`src/rtl/mem_write_ctrl.sv`:
```
// -----------------------------------------------------------------------------
// mem_write_ctrl
//
// Purpose:
//   Button-driven write controller for a small memory with a per-entry valid
//   bit. A rising edge on the debounced `enter` level captures addr/din and,
//   two cycles later, commits the data into the memory while driving one
//   enable line of an external valid-bit register bank. A `clear_all`
//   request sweeps every valid bit to 0, one entry per cycle. An internal
//   shadow copy of the valid bits drives the overwrite pulse, the
//   valid-entry count and the masked read port.
//
// Ports:
//   clk        in   system clock, all state updates on the rising edge
//   reset      in   synchronous active-high reset
//   enter      in   debounced write button (level); only its rising edge acts
//   clear_all  in   level request to invalidate every entry
//   addr       in   write address
//   din        in   write data
//   rd_addr    in   read address
//   valid_we   out  one-hot enables for the external valid-bit registers
//   valid_d    out  data value for the enabled valid-bit register
//   data_out   out  registered read data (0 for an invalid entry)
//   data_valid out  registered valid flag of the rd_addr entry
//   busy       out  high whenever the FSM is not IDLE
//   ovw        out  one-cycle pulse when a commit overwrites a valid entry
//   count      out  number of currently valid entries, 0..8
//   state_dbg  out  current FSM state encoding, for observation only
//
// Handshake:
//   There is no valid/ready pair on this block. A write request is the
//   rising edge of `enter` seen while IDLE; any edge or clear request seen
//   while busy is dropped, never queued. clear_all wins over a simultaneous
//   edge.
// -----------------------------------------------------------------------------
module mem_write_ctrl #(
  parameter int DEPTH = 8,
  parameter int WIDTH = 8
) (
  input  logic             clk,
  input  logic             reset,
  input  logic             enter,
  input  logic             clear_all,
  input  logic [2:0]       addr,
  input  logic [WIDTH-1:0] din,
  input  logic [2:0]       rd_addr,
  output logic [DEPTH-1:0] valid_we,
  output logic             valid_d,
  output logic [WIDTH-1:0] data_out,
  output logic             data_valid,
  output logic             busy,
  output logic             ovw,
  output logic [3:0]       count,
  output logic [1:0]       state_dbg
);

  typedef enum logic [1:0] {
    IDLE    = 2'd0,
    CAPTURE = 2'd1,
    COMMIT  = 2'd2,
    CLEAR   = 2'd3
  } state_t;

  localparam logic [DEPTH-1:0] ONE_HOT_0 = {{(DEPTH-1){1'b0}}, 1'b1};
  localparam logic [2:0]       LAST_IDX  = 3'd7;

  state_t           state_q, state_d;
  logic             enter_q;
  logic             enter_rise;
  logic [2:0]       addr_q, addr_d;
  logic [WIDTH-1:0] din_q, din_d;
  logic [2:0]       idx_q, idx_d;
  logic [DEPTH-1:0] shadow_q, shadow_d;
  logic [3:0]       count_q, count_d;
  logic             mem_we;
  logic [WIDTH-1:0] mem_q [DEPTH];
  logic [WIDTH-1:0] data_out_q;
  logic             data_valid_q;

  // enter_q resets high so a button held through reset release is not
  // mistaken for a fresh press.
  assign enter_rise = enter & ~enter_q;

  // ---------------------------------------------------------------------------
  // Next-state and output logic
  // ---------------------------------------------------------------------------
  always_comb begin
    state_d  = state_q;
    addr_d   = addr_q;
    din_d    = din_q;
    idx_d    = idx_q;
    shadow_d = shadow_q;
    count_d  = count_q;
    valid_we = '0;
    valid_d  = 1'b0;
    ovw      = 1'b0;
    mem_we   = 1'b0;

    unique case (state_q)
      IDLE: begin
        if (clear_all) begin
          state_d = CLEAR;
          idx_d   = 3'd0;
        end else if (enter_rise) begin
          state_d = CAPTURE;
          addr_d  = addr;
          din_d   = din;
        end
      end

      CAPTURE: begin
        state_d = COMMIT;
      end

      COMMIT: begin
        valid_we = ONE_HOT_0 << addr_q;
        valid_d  = 1'b1;
        mem_we   = 1'b1;
        ovw      = shadow_q[addr_q];
        // count tracks the shadow population, so it can only grow when the
        // target was empty and therefore never exceeds DEPTH.
        if (!shadow_q[addr_q]) begin
          count_d = count_q + 4'd1;
        end
        shadow_d[addr_q] = 1'b1;
        state_d          = IDLE;
      end

      CLEAR: begin
        valid_we        = ONE_HOT_0 << idx_q;
        shadow_d[idx_q] = 1'b0;
        if (shadow_q[idx_q]) begin
          count_d = count_q - 4'd1;
        end
        idx_d = idx_q + 3'd1;
        if (idx_q == LAST_IDX) begin
          state_d = IDLE;
          count_d = 4'd0;
        end
      end

      default: begin
        state_d = IDLE;
      end
    endcase

    // A reset cycle aborts whatever operation is in flight: nothing reaches
    // the external valid bank or the memory in that cycle.
    if (reset) begin
      valid_we = '0;
      valid_d  = 1'b0;
      ovw      = 1'b0;
      mem_we   = 1'b0;
    end
  end

  // ---------------------------------------------------------------------------
  // Control state
  // ---------------------------------------------------------------------------
  always_ff @(posedge clk) begin
    if (reset) begin
      state_q  <= IDLE;
      enter_q  <= 1'b1;
      addr_q   <= 3'd0;
      din_q    <= '0;
      idx_q    <= 3'd0;
      shadow_q <= '0;
      count_q  <= 4'd0;
    end else begin
      state_q  <= state_d;
      enter_q  <= enter;
      addr_q   <= addr_d;
      din_q    <= din_d;
      idx_q    <= idx_d;
      shadow_q <= shadow_d;
      count_q  <= count_d;
    end
  end

  // ---------------------------------------------------------------------------
  // Storage array: never reset, invalid entries are masked on read instead.
  // ---------------------------------------------------------------------------
  always_ff @(posedge clk) begin
    if (mem_we) begin
      mem_q[addr_q] <= din_q;
    end
  end

  // ---------------------------------------------------------------------------
  // Read port: one-cycle registered read of the current array contents, no
  // bypass of a commit happening in the same cycle.
  // ---------------------------------------------------------------------------
  always_ff @(posedge clk) begin
    if (reset) begin
      data_out_q   <= '0;
      data_valid_q <= 1'b0;
    end else begin
      data_out_q   <= shadow_q[rd_addr] ? mem_q[rd_addr] : '0;
      data_valid_q <= shadow_q[rd_addr];
    end
  end

  assign data_out   = data_out_q;
  assign data_valid = data_valid_q;
  assign busy       = (state_q != IDLE);
  assign count      = count_q;
  assign state_dbg  = state_q;

endmodule

```
`config.mk`:
```
export PLATFORM = sky130hd
export DESIGN_NAME = mem_write_ctrl
export DESIGN_NICKNAME = d
export VERILOG_FILES = /design/src/rtl/mem_write_ctrl.sv
export SDC_FILE = /design/constraint.sdc
export NUM_CORES = 1
export LEC_CHECK = 0
export ABC_AREA = 1
export CORE_UTILIZATION = 55
export DETAILED_ROUTE_END_ITERATION = 8
export PLACE_DENSITY_LB_ADDON = 0.05
export SYNTH_ARGS = -nofsm -noshare
export SYNTH_HDL_FRONTEND = slang
export SYNTH_SLANG_ARGS = --single-unit
export TNS_END_PERCENT = 50
```
`constraint.sdc`:
```
create_clock -name clk -period 2.52 [get_ports clk]
set_input_delay 0.252 -clock clk [delete_from_list [all_inputs] [get_ports clk]]
set_output_delay 0.252 -clock clk [all_outputs]
set_load 0.03 [all_outputs]
```
[Yosys cells after proc, flatten, opt, wreduce, memory -nomap -nowiden]
Memory sizes are Yosys's and may differ from the RTL's. A register that Yosys moved wholly into a read port is not among the register bits.
Index checks and enable logic that the tools add are counted.
Operators by class
  multiplexer cells: 29
  reduce and logical (&&, ||, !) cells: 11
  eq/ne operators: 9
  magnitude comparators: 5
  shifts and indexed selects: 2
  add/sub/neg operators: 3
  bitwise gates (word level): 7
Operators by type and width (count)
  $pmux 8 s2: 2
  $shl 1x3->8 const A: 2
  $lt 3x4->1 const B: 3
  $mux 4: 3
  $mux 1: 11
  $bmux 1 s3: 3
  $and 8x8->8: 1
  $mux 8: 1
  $not 8->8: 1
  $or 8x8->8: 1
  $pmux 2 s4: 1
  $pmux 4 s2: 1
  $demux 1 s3: 2
  $ge 3x1->1 const B: 2
  $mux 2: 3
  $ne 2x2->1 const B: 3
  $ne 3x3->1 const B: 2
  $pmux 3 s2: 1
  $reduce_and 3->1: 2
  $reduce_bool 2->1: 3
  $add 4x1->4 const B: 1
  $eq 2x2->1 const B: 2
  $reduce_and 2->1: 2
  $sub 4x1->4 const B: 1
  other kinds (9): 12
Storage, ports and cells
  bits in writable memories: 64
  flip-flop bits (word level): 30
  word-level logic and storage cells: 75
  memories: 1
  output and inout port bits: 26
  input port bits: 18
Memories
  mem_q: words 8, bits a word 8, read ports 1, clocked after memory_dff 1, write ports 1, RTL line 76  | logic [WIDTH-1:0] mem_q [DEPTH];

[Longest topological paths before layout]
  word-level depth: 7
  gate-level depth with buffers: 11
  depth with buffers taken out: 9

[Worst setup path before layout]
Ideal clock, no wire load.
  path kind: reg-to-reg
  from: register state_q[1], in the netlist state_dbg[1]
  to: memory mem_q[7][0] (enable)
  data required time: 2.137 ns
  setup time: 0.383 ns
  path slack: -0.063 ns
  stages on the path, launching flop included: 7
  clock period less this slack: 2.583 ns
  buffers on the path: 0
  data arrival time: 2.200 ns
  cell sequence: dfxtp_1 -> inv_1 -> nor2_2 -> inv_2 -> nor2_1 -> inv_2 -> nor3_1
Between the ends
  word-level cells in the longest chain between the ends: 5
Ends and longest elaborated chain
  start: declaration: RTL line 67  | state_t state_q, state_d;
  start signal: assignment: RTL line 170  | state_q <= state_d;
  $eq 2x2->1
  $mux 1 (2 in series)
  named net valid_d: RTL line 48  | output logic valid_d,
  $mux 1: RTL line 184  | if (mem_we) begin
  $mux 1 (not written as such): RTL line 185  | mem_q[addr_q] <= din_q;
  end: declaration: RTL line 76
The timed path passes the listed nets, and every way through them passes these cells.

[Final worst setup path]
  from: register state_q[1], in the netlist state_dbg[1]
  to: output port valid_d
Between the ends
  word-level cells in the longest chain between the ends: 3
Ends and longest elaborated chain
  $eq 2x2->1: RTL line 99  | unique case (state_q)
  $mux 1: RTL line 99
  $mux 1: RTL line 149  | if (reset) begin
  end: declaration: RTL line 48
No other way between the ends.

==> out/metrics.cfg <==
[status]
outcome=completed

[synth]
ys_async_sr_fraction_pct=0
synth_warnings=0
synthCells=473
ys_seq_area_share_pct=60.2
synth_fp_nets=495
synth.most_common_cell=nor2_1
yosys.area.top_type=edfxtp_1
synth_cell_types=31
synthTopCellsByCount=86 x nor2_1, 64 x edfxtp_1, 63 x nand2_1
synth_edf_count=64
yosysTopAreaCellShare_pct=43.1
synthFlopType=edfxtp_1
netlist_area_um2=4460
ys_top_cells_by_area=edfxtp_1 43%, dfxtp_1 17%, nor2_1 7.2%
synth_seq_cells=102
synth.avg_cell_area_um2=9.42

[clocking]
cts.htree.levels=3
numClockSinks=102
clkLatencyLatePin_ns=0.36
cts_buffer_depth=2
root_buffer=clkbuf_8
clk_pin_slew_ns=0.09
cts_hold_buf=0
post-cts-setup-buffers=0
numCtsBuffers=9
cts_tree=built

[min_path]
hold_class=primary input to flop
min_to=enter_q$_SDFF_PP1_
hold_depth=3
worstHoldStart=enter

[sta]
finalMaxSlewViolations=0
rsz0062_at_grt=no
min_period_ns=2.36
max_clock_freq_ghz=0.425
tns_ns=0
fin_hold_ws_ns=0.451
finalHoldViolCount=0
setup_viol=0
tightest_slew_ns=0.535
slew_headroom_pct=64.3
finClkSkew_ns=0.0110
post-route-period-util_pct=93.5

[placed_design]
numPortBuffers=43
dpl_cell_area_um2=5000
dp_hpwl_um=6910
gp_congestion=0.936

[layout]
drive_gt1_share_pct=11.2
syn2layout_area_growth_pct=16.8
final_cell_area_um2=5210
multi_input_area_um2=1490
nNetsFinal=545
seqCellArea_um2=2680
fillers=628
fin_util_pct=67.0
num_antenna_cells=0

[floorplanning]
die_y_um=92.0
initial_core_util_pct=57.4
row_count=32
core_area_um2=7770
io-pin-count=44
fp.dieW_um=92.0
die-area_um2=8460

[global_route]
grt_pass1_vias=3307
grt-ovfl-total=0
grt_first_pass_wirelength_um=16200
grt_antenna_before_repair=0
grt_max_degree=33
grt_use_total_pct=25.7

[routing]
wirelength_um=10200
ant_nets=0
first_pass_iters=5
via_per_inst=5.51
wl_per_cell_um=16.2
drt_iter0_drc=164
drc=0
num_vias=3471

[power]
cellPowerDensity_nw_per_um2=622
peakVddDrop_mv=0.311
leakage_nw=2.07

[worst_setup_path]
cp_cell_sequence=inv_1 -> nor2_2 -> inv_2 -> nor2_1 -> clkdlybuf4s50_1
cp.required_ns=2.27
critPathMaxStageDelay_ns=0.71
reg2reg_from=idx_q[0]$_SDFFE_PP0P_
reg2regPathDepth=9
path_delay_family=buffers and inverters
crit_fanout=9
end_kind=output port
cp_slowest_cell=clkdlybuf4s50_1
cp-start-kind=flop
cp.arrival_ns=2.10
path_class=flop to output port
r2r_end=count[1]$_SDFFE_PP0P_
r2r_setup_slack_ns=0.71
worst-path-buf-inv=3

[job]
cap_violations=0

-- state kept, by name, indices dropped and copies added (netlist names), 2 cells and up --
register / count
din_q: 8
data_out: 8
shadow_q: 8
idx_q: 3
count: 4
addr_q: 3
state_dbg: 2
mem_q: 64
-- area by class of cell --
cell class / instances / share of cell area, %
well taps: 102 / 2.45
clock buffers: 10 / 2.45
repair buffers: 57 / 10.1
flip-flops and latches: 102 / 51.6
clock inverters: 6 / 1.35
multi-input cells: 307 / 28.7
inverters: 46 / 3.41
-- layer usage --
layer	track usage [%]	routed length, µm	up-vias	part of all wire, %
li1	-	-	1697	-
met1	31.6	4310	1627	42
met2	43.5	5110	122	50
met3	3.48	479	25	4.7
met4	14.3	337	0	3.3
met5	0	0	-	0
-- cells in the final DEF, fill, tap and decap left out, drive strengths merged, types with 17 or more instances in the layout --
master / n
nor2: 92
nand2: 69
edfxtp: 64
o21ai: 61
inv: 48
dfxtp: 38
clkdlybuf4s50: 34
a21oi: 32
o22ai: 24
buf: 19
nand3: 17
-- cell families (layout without fill, tap and decap cells) --
group	after synthesis	after routing	synth area share (%)
simple gates	181	181	17.3
buf+inv	64	119	6.49
compound gates	120	120	14.5
fa+ha+maj	4	4	1.12
xor+xnor	2	2	0.393
flops	102	102	60.2
-- power breakdown --
group / internal (mW) / leakage [nW] / switching [mW] / total (mW)
combinational: 0.145 / 1.08 / 0.234 / 0.379
clock: 0.467 / 0.0910 / 0.562 / 1.03
sequential: 1.80 / 0.902 / 0.0339 / 1.83
-- what timing repair did --
item / in CTS / in global routing
endpoints found under the hold margin: 0 / 0
endpoints found under the setup margin: 2 / 2
resized for setup: 2 / 5
-- stage by stage --
stage                     total power [mW]  setup WS [ns]  cells
final                                 3.24          0.165    630
after global routing                  3.36         0.0139    630
after CTS                             3.26        0.00387    630
after detailed placement              2.24          0.403    614
after global placement                2.24          0.458    614
after floorplan                       2.11          0.165    473
-- worst register-to-register path: stages (launching register included) --
cell     delay [ns]
dfxtp_1        0.32
buf_4          0.17
ha_1           0.20
ha_1           0.22
nor2_2         0.20
nand3_1        0.16
o21ai_1        0.23
nor2_4         0.07
nor2_1         0.10
nor2_1         0.05
-- worst max-delay path by stage --
stage | startpoint | endpoint | cells past startpoint | slack (ns)
after global placement | state_dbg[0]$_SDFFE_PP0P_ | valid_we[5] | 5 | 0.46
final | state_dbg[1]$_SDFFE_PP0P_ | valid_d | 5 | 0.16
after global routing | state_dbg[1]$_SDFFE_PP0P_ | valid_d | 5 | 0.01
after detailed placement | state_dbg[0]$_SDFFE_PP0P_ | valid_we[4] | 5 | 0.40
after floorplan | state_dbg[1]$_SDFFE_PP0P_ | mem_q[6][0]$_DFFE_PP_ | 6 | 0.17
after CTS | state_dbg[0]$_SDFFE_PP0P_ | valid_we[7] | 5 | 0.004
No activity file was read; power rests on OpenSTA's default activity.
